--- src/rtl/ps2_scancode_sequencer_if.sv ---
// rtl/ps2_scancode_sequencer_if.sv - byte-in / key-event-out bundle for ps2_scancode_sequencer
//   rx_valid/rx_byte/rx_error : receiver strobe, data byte, frame/parity error
//   evt_valid/evt_ready       : show-ahead event handshake, pop on valid && ready
//   evt_code/evt_ext/evt_break: head event fields
//   fifo_count/overflow       : stored events, sticky drop flag
//   timeout_pulse             : prefix sequence abandoned
interface ps2_scancode_sequencer_if #(
  parameter int FIFO_DEPTH = 8
);
  localparam int CW = $clog2(FIFO_DEPTH) + 1;

  logic          rx_valid;
  logic [7:0]    rx_byte;
  logic          rx_error;
  logic          evt_valid;
  logic          evt_ready;
  logic [7:0]    evt_code;
  logic          evt_ext;
  logic          evt_break;
  logic [CW-1:0] fifo_count;
  logic          overflow;
  logic          timeout_pulse;

  modport master (
    output rx_valid, rx_byte, rx_error, evt_ready,
    input  evt_valid, evt_code, evt_ext, evt_break, fifo_count, overflow, timeout_pulse
  );

  modport slave (
    input  rx_valid, rx_byte, rx_error, evt_ready,
    output evt_valid, evt_code, evt_ext, evt_break, fifo_count, overflow, timeout_pulse
  );
endinterface

--- src/rtl/ps2_scancode_sequencer.sv ---
// rtl/ps2_scancode_sequencer.sv - PS/2 set-2 prefix sequencer with show-ahead key event FIFO
//   CLK, RST : clock, synchronous active-high reset
//   bus      : ps2_scancode_sequencer_if.slave (receiver bytes in, key events out)
module ps2_scancode_sequencer #(
  parameter int FIFO_DEPTH     = 8,
  parameter int PREFIX_TIMEOUT = 100000
) (
  input  logic                    CLK,
  input  logic                    RST,
  ps2_scancode_sequencer_if.slave bus
);

  localparam int AW = $clog2(FIFO_DEPTH);
  localparam int CW = AW + 1;
  // Counter only needs to reach PREFIX_TIMEOUT-1.
  localparam int TW = (PREFIX_TIMEOUT > 2) ? $clog2(PREFIX_TIMEOUT) : 1;
  localparam logic [TW-1:0] T_LAST = TW'(PREFIX_TIMEOUT - 1);
  localparam logic [CW-1:0] FULL_COUNT = CW'(FIFO_DEPTH);

  typedef enum logic [1:0] {
    IDLE     = 2'd0,
    GOT_E0   = 2'd1,
    GOT_F0   = 2'd2,
    GOT_E0F0 = 2'd3
  } state_e;

  state_e          state_q, state_d;
  logic [TW-1:0]   tmo_cnt_q, tmo_cnt_d;
  logic            tmo_pulse_q, tmo_pulse_d;
  logic [AW-1:0]   wr_ptr_q, wr_ptr_d;
  logic [AW-1:0]   rd_ptr_q, rd_ptr_d;
  logic [CW-1:0]   count_q, count_d;
  logic            ovf_q, ovf_d;
  logic [9:0]      mem_q [FIFO_DEPTH];

  logic            is_hk;
  logic            seen_e0;
  logic            seen_f0;
  logic            push;
  logic [9:0]      push_data;
  logic            pop;
  logic            full;
  logic            wr_en;

  // Prefix decoder and timeout counter.
  always_comb begin
    state_d     = state_q;
    tmo_cnt_d   = tmo_cnt_q;
    tmo_pulse_d = 1'b0;
    push        = 1'b0;
    push_data   = '0;

    is_hk = (bus.rx_byte == 8'h00) || (bus.rx_byte == 8'hAA) ||
            (bus.rx_byte == 8'hEE) || (bus.rx_byte == 8'hFA) ||
            (bus.rx_byte == 8'hFC) || (bus.rx_byte == 8'hFE) ||
            (bus.rx_byte == 8'hFF);
    seen_e0 = (state_q == GOT_E0) || (state_q == GOT_E0F0);
    seen_f0 = (state_q == GOT_F0) || (state_q == GOT_E0F0);

    if (bus.rx_valid) begin
      // A byte always restarts the wait window, even when it is discarded.
      tmo_cnt_d = '0;
      if (bus.rx_error || is_hk) begin
        state_d = IDLE;
      end else if (bus.rx_byte == 8'hE0) begin
        state_d = seen_f0 ? GOT_E0F0 : GOT_E0;
      end else if (bus.rx_byte == 8'hF0) begin
        state_d = seen_e0 ? GOT_E0F0 : GOT_F0;
      end else begin
        push      = 1'b1;
        push_data = {seen_e0, seen_f0, bus.rx_byte};
        state_d   = IDLE;
      end
    end else if (state_q != IDLE) begin
      if (tmo_cnt_q == T_LAST) begin
        state_d     = IDLE;
        tmo_cnt_d   = '0;
        tmo_pulse_d = 1'b1;
      end else begin
        tmo_cnt_d = tmo_cnt_q + 1'b1;
      end
    end else begin
      tmo_cnt_d = '0;
    end
  end

  // Event FIFO bookkeeping; a same-cycle pop makes room for a push when full.
  always_comb begin
    pop      = (count_q != '0) && bus.evt_ready;
    full     = (count_q == FULL_COUNT);
    wr_en    = push && (!full || pop);
    ovf_d    = ovf_q | (push && full && !pop);
    wr_ptr_d = wr_ptr_q + AW'(wr_en);
    rd_ptr_d = rd_ptr_q + AW'(pop);
    count_d  = count_q + CW'(wr_en) - CW'(pop);
  end

  always_ff @(posedge CLK) begin
    if (RST) begin
      state_q     <= IDLE;
      tmo_cnt_q   <= '0;
      tmo_pulse_q <= 1'b0;
      wr_ptr_q    <= '0;
      rd_ptr_q    <= '0;
      count_q     <= '0;
      ovf_q       <= 1'b0;
    end else begin
      state_q     <= state_d;
      tmo_cnt_q   <= tmo_cnt_d;
      tmo_pulse_q <= tmo_pulse_d;
      wr_ptr_q    <= wr_ptr_d;
      rd_ptr_q    <= rd_ptr_d;
      count_q     <= count_d;
      ovf_q       <= ovf_d;
    end
  end

  // Storage needs no reset: the head is masked whenever the FIFO is empty.
  always_ff @(posedge CLK) begin
    if (!RST && wr_en) begin
      mem_q[wr_ptr_q] <= push_data;
    end
  end

  assign bus.evt_valid     = (count_q != '0);
  assign bus.fifo_count    = count_q;
  assign bus.overflow      = ovf_q;
  assign bus.timeout_pulse = tmo_pulse_q;
  assign {bus.evt_ext, bus.evt_break, bus.evt_code} =
      (count_q != '0) ? mem_q[rd_ptr_q] : 10'd0;

endmodule

--- src/flat_wrapper.sv ---
// flat-port wrapper written by rule: the top's interface ports become plain ports
module ps2_scancode_sequencer_flat 
#(
  parameter int FIFO_DEPTH     = 8,
  parameter int PREFIX_TIMEOUT = 100000
)
  (CLK, RST, bus_rx_valid, bus_rx_byte, bus_rx_error, bus_evt_ready, bus_evt_valid, bus_evt_code, bus_evt_ext, bus_evt_break, bus_fifo_count, bus_overflow, bus_timeout_pulse);
  ps2_scancode_sequencer_if #(.FIFO_DEPTH(FIFO_DEPTH)) bus_i ();
  input  logic CLK;
  input  logic RST;
  input wire logic [$bits(bus_i.rx_valid)-1:0] bus_rx_valid;
  input wire logic [$bits(bus_i.rx_byte)-1:0] bus_rx_byte;
  input wire logic [$bits(bus_i.rx_error)-1:0] bus_rx_error;
  input wire logic [$bits(bus_i.evt_ready)-1:0] bus_evt_ready;
  output wire logic [$bits(bus_i.evt_valid)-1:0] bus_evt_valid;
  output wire logic [$bits(bus_i.evt_code)-1:0] bus_evt_code;
  output wire logic [$bits(bus_i.evt_ext)-1:0] bus_evt_ext;
  output wire logic [$bits(bus_i.evt_break)-1:0] bus_evt_break;
  output wire logic [$bits(bus_i.fifo_count)-1:0] bus_fifo_count;
  output wire logic [$bits(bus_i.overflow)-1:0] bus_overflow;
  output wire logic [$bits(bus_i.timeout_pulse)-1:0] bus_timeout_pulse;
  assign bus_i.rx_valid = bus_rx_valid;
  assign bus_i.rx_byte = bus_rx_byte;
  assign bus_i.rx_error = bus_rx_error;
  assign bus_i.evt_ready = bus_evt_ready;
  assign bus_evt_valid = bus_i.evt_valid;
  assign bus_evt_code = bus_i.evt_code;
  assign bus_evt_ext = bus_i.evt_ext;
  assign bus_evt_break = bus_i.evt_break;
  assign bus_fifo_count = bus_i.fifo_count;
  assign bus_overflow = bus_i.overflow;
  assign bus_timeout_pulse = bus_i.timeout_pulse;
  ps2_scancode_sequencer #(.FIFO_DEPTH(FIFO_DEPTH), .PREFIX_TIMEOUT(PREFIX_TIMEOUT)) u_core (.CLK(CLK), .RST(RST), .bus(bus_i));
endmodule
--- config.mk ---
export PLATFORM = sky130hd
export DESIGN_NAME = ps2_scancode_sequencer_flat
export DESIGN_NICKNAME = d
export VERILOG_FILES = /design/src/rtl/ps2_scancode_sequencer_if.sv /design/src/rtl/ps2_scancode_sequencer.sv /design/src/flat_wrapper.sv
export SDC_FILE = /design/constraint.sdc
export NUM_CORES = 1
export LEC_CHECK = 0
export BUFFER_PORTS_ARGS = -buffer_cell sky130_fd_sc_hd__buf_4
export CORE_ASPECT_RATIO = 1.4
export CORE_MARGIN = 1.5
export CORE_UTILIZATION = 45
export DETAILED_ROUTE_END_ITERATION = 10
export HOLD_SLACK_MARGIN = 0.12
export SLEW_MARGIN = 20
export SYNTH_ARGS = -nofsm -noshare
export SYNTH_HDL_FRONTEND = slang
export SYNTH_SLANG_ARGS = --single-unit
--- constraint.sdc ---
create_clock -name CLK -period 2.44 [get_ports CLK]
set_input_delay 0.122 -clock CLK [delete_from_list [all_inputs] [get_ports CLK]]
set_output_delay 0.122 -clock CLK [all_outputs]
set_load 0.005 [all_outputs]
==> results_dict.tcl, run 1 <==
set metrics [dict create \
    dpl-instance-area_um2 5330 \
    synthTopCellsByArea "edfxtp_1, dfxtp_1, mux4_2, ha_1, nor2_1" \
    fin_crit_sh 0.899 \
    cts_tree "yes" \
    seqCellArea_um2 3020 \
    grt_pass1_vias 2864 \
    routed_wl_um 9100 \
    die_w_um 90.2 \
    rsz0062_at_grt "no" \
    rows 44 \
    clockBufferDepth 2 \
    p_total_mw 4.76 \
    syn-cell-area_um2 4790 \
    routabilityCongestion 0.816 \
    multiInputGateArea_um2 1690 \
    drive_above_1_share 0.270 \
    fin_nets 402 \
    static-leakage-power_nw 1.96 \
    critPathMaxStageDelay_ps 530 \
    fin_ws_ps 247 \
    period_minus_slack_ps 2190 \
    numCtsBuffers 9 \
    synth_edf_count 80 \
    hold_path_class "in2reg" \
    post-place-ws_ps 251 \
    arrival_ps 2430 \
    yosysUniqueCellTypes 46 \
    ios 30 \
    fin_cells 520 \
    avgSynthCellArea_um2 14.7 \
    root_buffer "clkbuf_16" \
    grt.overflow.total 0 \
    yosys_warnings 0 \
    grt_pass1_wl_um 15100 \
    drt_iter0_markers 189 \
    start_util 0.463 \
    grt_max_degree 22 \
    fmax_ghz 0.456 \
    synthArstFlopShare 0 \
    fin_area_um2 5650 \
    vias_per_cell 5.34 \
    synth_seq_cells 111 \
    drc 0 \
    yosysTopAreaCellShare 0.501 \
    area_growth_pct 17.9 \
    firstDrtPassIters 4 \
    dieArea_um2 11300 \
    drv_slew 0 \
    holdWs_ps 228 \
    avgRoutedWirePerCell_um 17.5 \
    fillers 890 \
    tns_ps 0 \
    synth-main-ff-cell "edfxtp_1" \
    vias 2776 \
    maxSlewHeadroom 0.632 \
    core-area_um2 10300 \
    power_density_nw_per_um2 843 \
    post_cts_resized 0 \
    clock-sinks 111 \
    dp_hpwl_um 6080 \
    antenna_cells 0 \
    ir_worst_vdd_uv 441 \
    critPathMaxFanout 7 \
    seq_area_frac_synth 0.631 \
    slowest_stage "dlygate4sd3_1" \
    htree_levels 3 \
    maxCapViolCount 0 \
    numPortBuffers 29 \
    crit_type "in2reg" \
    die-height_um 125 \
    grt_util_all_layers 0.176 \
    ant_nets 0 \
    r2r_slack_ps 250 \
    setup_viol 0 \
    finalHoldViolCount 0 \
    postCtsSetupRepairBufs 0 \
    cp.required_ps 2670 \
    dp_cells 502 \
    cp-start-kind "input port" \
    yosysTopAreaCell "edfxtp_1" \
    clkTransAtPathRegs_ps 70 \
    synth_fp_nets 351 \
    antenna_found_initial 0 \
    clk_latency_ps 340 \
    path_cells "dlygate4sd3_1 -> buf_4 -> and4b_1 -> o2111a_1 -> a2bb2oi_2 -> nor3_1 -> ha_1 -> fa_1 -> nor2b_1" \
    final_core_util 0.546 \
    syn_inst 326 \
    endpoint_kind "flip-flop" \
    fin_skew_ps 5.71 \
    worst_pin_slew_ps 550 \
    outcome "completed" \
]
==> flip-flops by register name, indices dropped and copies added (netlist names) <==
| register | count |
|---|---|
| u_core.wr_ptr_q | 3 |
| u_core.rd_ptr_q | 3 |
| u_core.bus.overflow | 1 |
| u_core.tmo_cnt_q | 17 |
| u_core.state_q | 2 |
| u_core.mem_q | 80 |
| u_core.bus.fifo_count | 4 |
| u_core.bus.timeout_pulse | 1 |
==> routing by layer <==
layer  track usage  vias up  part of all wire
li1              -     1337                 -
met1         0.210     1389              0.42
met2         0.320       40              0.55
met3        0.0286       10             0.026
met4        0.0588        0             0.011
met5             0        -                 0
==> layout make-up <==
| type | count | share of cell area |
|---|---|---|
| inverters | 12 | 0.00797 |
| repair buffers | 54 | 0.0749 |
| flip-flops and latches | 111 | 0.535 |
| well taps | 138 | 0.0306 |
| multi-input cells | 189 | 0.299 |
| clock buffers | 10 | 0.0443 |
| clock inverters | 6 | 0.00864 |
==> placed cells by master, fill, tap and decap left out, drive strengths merged, types with 2 or more instances in the layout <==
cell type	n
a32oi	2
nand4b	2
nand2b	6
or4	3
nand3	13
xor2	12
buf	52
dlygate4sd3	2
nand2	7
nor2	35
nand4	5
nor3	7
dfxtp	31
clkinv	3
clkbuf	10
nor3b	5
a21oi	4
o21ai	2
nor4	8
nor2b	10
and4	3
mux4	20
and3	4
inv	15
ha	11
edfxtp	80
mux2i	10
and4b	2
xnor2	5
and2	2
==> worst max-delay path, delay by kind of cell <==
family	cells	cell delay (ps)
buffers and inverters	2	690
AO/OA/AOI/OAI	2	370
AND/OR/NAND/NOR	3	580
adder cells (fa/ha/maj)	2	650
==> power breakdown <==
| group | total, mW | internal (mW) | switching (mW) | leakage (nW) |
|---|---|---|---|---|
| logic | 1.19 | 0.647 | 0.540 | 0.817 |
| registers | 2.14 | 2.10 | 0.0457 | 0.996 |
| clock network | 1.43 | 0.768 | 0.665 | 0.150 |
==> final timing paths <==
path / end / cells past startpoint / startpoint
hold / removal: u_core.state_q[0] / 5 / bus_rx_byte[3]
hold reg to reg: u_core.bus.overflow / 2 / u_core.bus.overflow
setup reg to reg: u_core.bus.fifo_count[1] / 9 / u_core.bus.fifo_count[2]
setup / recovery: u_core.bus.fifo_count[1] / 9 / bus_rx_byte[4]
==> kinds of logic after synthesis <==
group                      synth area share
and+or+nand+nor                       0.140
xor gates and xnor gates             0.0311
DFF                                   0.631
muxes                                 0.115
adders and majority gates            0.0329
AOI/OAI and AO/OA                    0.0256
buffers and inverters                0.0251
==> cell usage after synthesis (all sizes together) (2+ instances only) <==
| library cell | number |
|---|---|
| nand3 | 13 |
| nor2 | 35 |
| nand4 | 5 |
| nor2b | 10 |
| and2 | 2 |
| a21oi | 4 |
| nor3b | 5 |
| and4 | 3 |
| o21ai | 2 |
| nor3 | 7 |
| or4 | 3 |
| a32oi | 2 |
| inv | 12 |
| nand2b | 6 |
| and3 | 4 |
| xor2 | 12 |
| nand2 | 7 |
| xnor2 | 5 |
| nand4b | 2 |
| edfxtp | 80 |
| clkbuf | 5 |
| buf | 9 |
| dfxtp | 31 |
| mux4 | 20 |
| ha | 11 |
| nor4 | 8 |
| and4b | 2 |
| mux2i | 10 |
==> repair_timing <==
item / in CTS / in global routing
hold endpoints to repair: 11 / 0
hold buffers: 2 / 0
setup endpoints to repair: 0 / 0
Note: power is estimated with default switching activity, not from simulation.
==> run 2: changes to the inputs <==
==> constraint.sdc (replaced) <==
create_clock -name CLK -period 2.3 [get_ports CLK]
set_input_delay 0.115 -clock CLK [delete_from_list [all_inputs] [get_ports CLK]]
set_output_delay 0.115 -clock CLK [all_outputs]
set_load 0.005 [all_outputs]
==> results_dict.tcl, run 2 (synthesized netlist as in run 1, its figures left out) <==
set metrics [dict create \
    root_buffer "clkbuf_16" \
    critPathMaxStageDelay_ps 540 \
    reg2reg_depth 11 \
    critPathMaxFanout 7 \
    fin_ws_ps 151 \
    cts_tree "yes" \
    ant_nets 0 \
    dp_cells 502 \
    htree_levels 3 \
    hold_path_class "in2reg" \
    critPathCapture "u_core.bus.fifo_count[2]" \
    routabilityCongestion 0.779 \
    fin_nets 402 \
    vias 2719 \
    numPortBuffers 29 \
    r2r_slack_ps 170 \
    rsz0062_at_grt "no" \
    avgRoutedWirePerCell_um 17.2 \
    clkTransAtPathRegs_ps 70 \
    grt_pass1_wl_um 14800 \
    grt_max_degree 22 \
    firstDrtPassIters 4 \
    outcome "completed" \
    fin_cells 520 \
    post-place-ws_ps 150 \
    arrival_ps 2390 \
    clock-sinks 111 \
    r2r-start "u_core.bus.fifo_count[2]" \
    tns_ps 0 \
    vias_per_cell 5.23 \
    endpoint_kind "flip-flop" \
    largest_register_ffs 80 \
    fin_crit_sh 0.934 \
    ir_worst_vdd_uv 638 \
    period_minus_slack_ps 2150 \
    routed_wl_um 8940 \
    grt.overflow.total 0 \
    path_cells "dlygate4sd3_1 -> buf_4 -> or4_4 -> a21oi_4 -> nor3_2 -> ha_1 -> fa_1 -> xnor2_1 -> nor2_1" \
    power_density_nw_per_um2 880 \
    clockBufferDepth 2 \
    postCtsSetupRepairBufs 0 \
    finalHoldViolCount 0 \
    antenna_cells 0 \
    fmax_ghz 0.465 \
    maxCapViolCount 0 \
    antenna_found_initial 0 \
    slowest_stage "dlygate4sd3_1" \
    crit_start "bus_rx_byte[4]" \
    drv_slew 0 \
    dp_hpwl_um 5970 \
    core-area_um2 10300 \
    drt_iter0_markers 87 \
    cp.required_ps 2540 \
    reg2reg_to "u_core.bus.fifo_count[2]" \
    drive_above_1_share 0.270 \
    start_util 0.463 \
    numCtsBuffers 9 \
    maxSlewHeadroom 0.625 \
    die-height_um 125 \
    regMostFlops "u_core.mem_q" \
    holdWs_ps 210 \
    crit_type "in2reg" \
    rows 44 \
    area_growth_pct 17.3 \
    setup_viol 0 \
    final_core_util 0.543 \
    final_cell_mix "edfxtp_1, buf_4, nor2_1" \
    grt_util_all_layers 0.174 \
    worst_pin_slew_ps 561 \
    cp-start-kind "input port" \
    fin_skew_ps 8.20 \
    layout_commonest_cell "edfxtp_1" \
    static-leakage-power_nw 1.94 \
    clk_latency_ps 340 \
    drc 0 \
    die_w_um 90.2 \
    dieArea_um2 11300 \
    ios 30 \
    grt_pass1_vias 2831 \
]
run 2: cell types whose count changed in the layout (fill, tap and decap cells not counted), sizes merged:
cell / change
clkbuf: +1
clkinv: -1
clkinvlp: +1
inv: -1
run 2: critical path, delay by kind of cell:
kind | cells | cell delay, ps
AOI/OAI and AO/OA | 1 | 180
xor gates and xnor gates | 1 | 160
adders and majority gates | 2 | 590
buffers and inverters | 2 | 700
and+or+nand+nor | 3 | 640
run 2: worst min-delay path by stage:
stage / from / to / depth (start not counted)
global placement: bus_rx_byte[4] / u_core.state_q[1] / 3
CTS: bus_rx_valid / u_core.state_q[1] / 4
finish: bus_rx_valid / u_core.state_q[1] / 4
global route: bus_rx_valid / u_core.state_q[0] / 4
floorplan: bus_rx_byte[4] / u_core.state_q[1] / 2
detailed placement: bus_rx_byte[4] / u_core.state_q[1] / 3
run 2: per-stage QoR:
stage / area (µm²) / power, mW
after floorplan: 4790 / 3.11
after global placement: 5330 / 3.61
after detailed placement: 5330 / 3.62
after CTS: 5620 / 5.02
after global routing: 5620 / 5.24
final: 5620 / 4.94
run 2: repair_timing:
item,in CTS,in global routing
resized for setup,0,2
hold buffers,2,0
hold endpoints to repair,12,0
endpoints found under the setup margin,0,2
run 2: layout make-up:
| cell class | count | area, µm² |
|---|---|---|
| fillers | 909 | 4730 |
| clock inverters | 5 | 32.5 |
| repair buffers | 54 | 423 |
| inverters | 12 | 45.0 |
| multi-input cells | 189 | 1690 |
| well taps | 138 | 173 |
| flip-flops and latches | 111 | 3020 |
| clock buffers | 11 | 233 |
run 2: per-layer routing:
metal  vias up  wire length, µm  track usage
met3        10              196       0.0274
met2        37             4710        0.308
met4         0              174       0.0756
li1       1337                -            -
met1      1335             3860        0.209
met5         -                0            0
run 2: power breakdown:
part / switching, mW / internal [mW]
registers: 0.0494 / 2.23
clock network: 0.663 / 0.736
logic: 0.574 / 0.696
total: 1.29 / 3.66
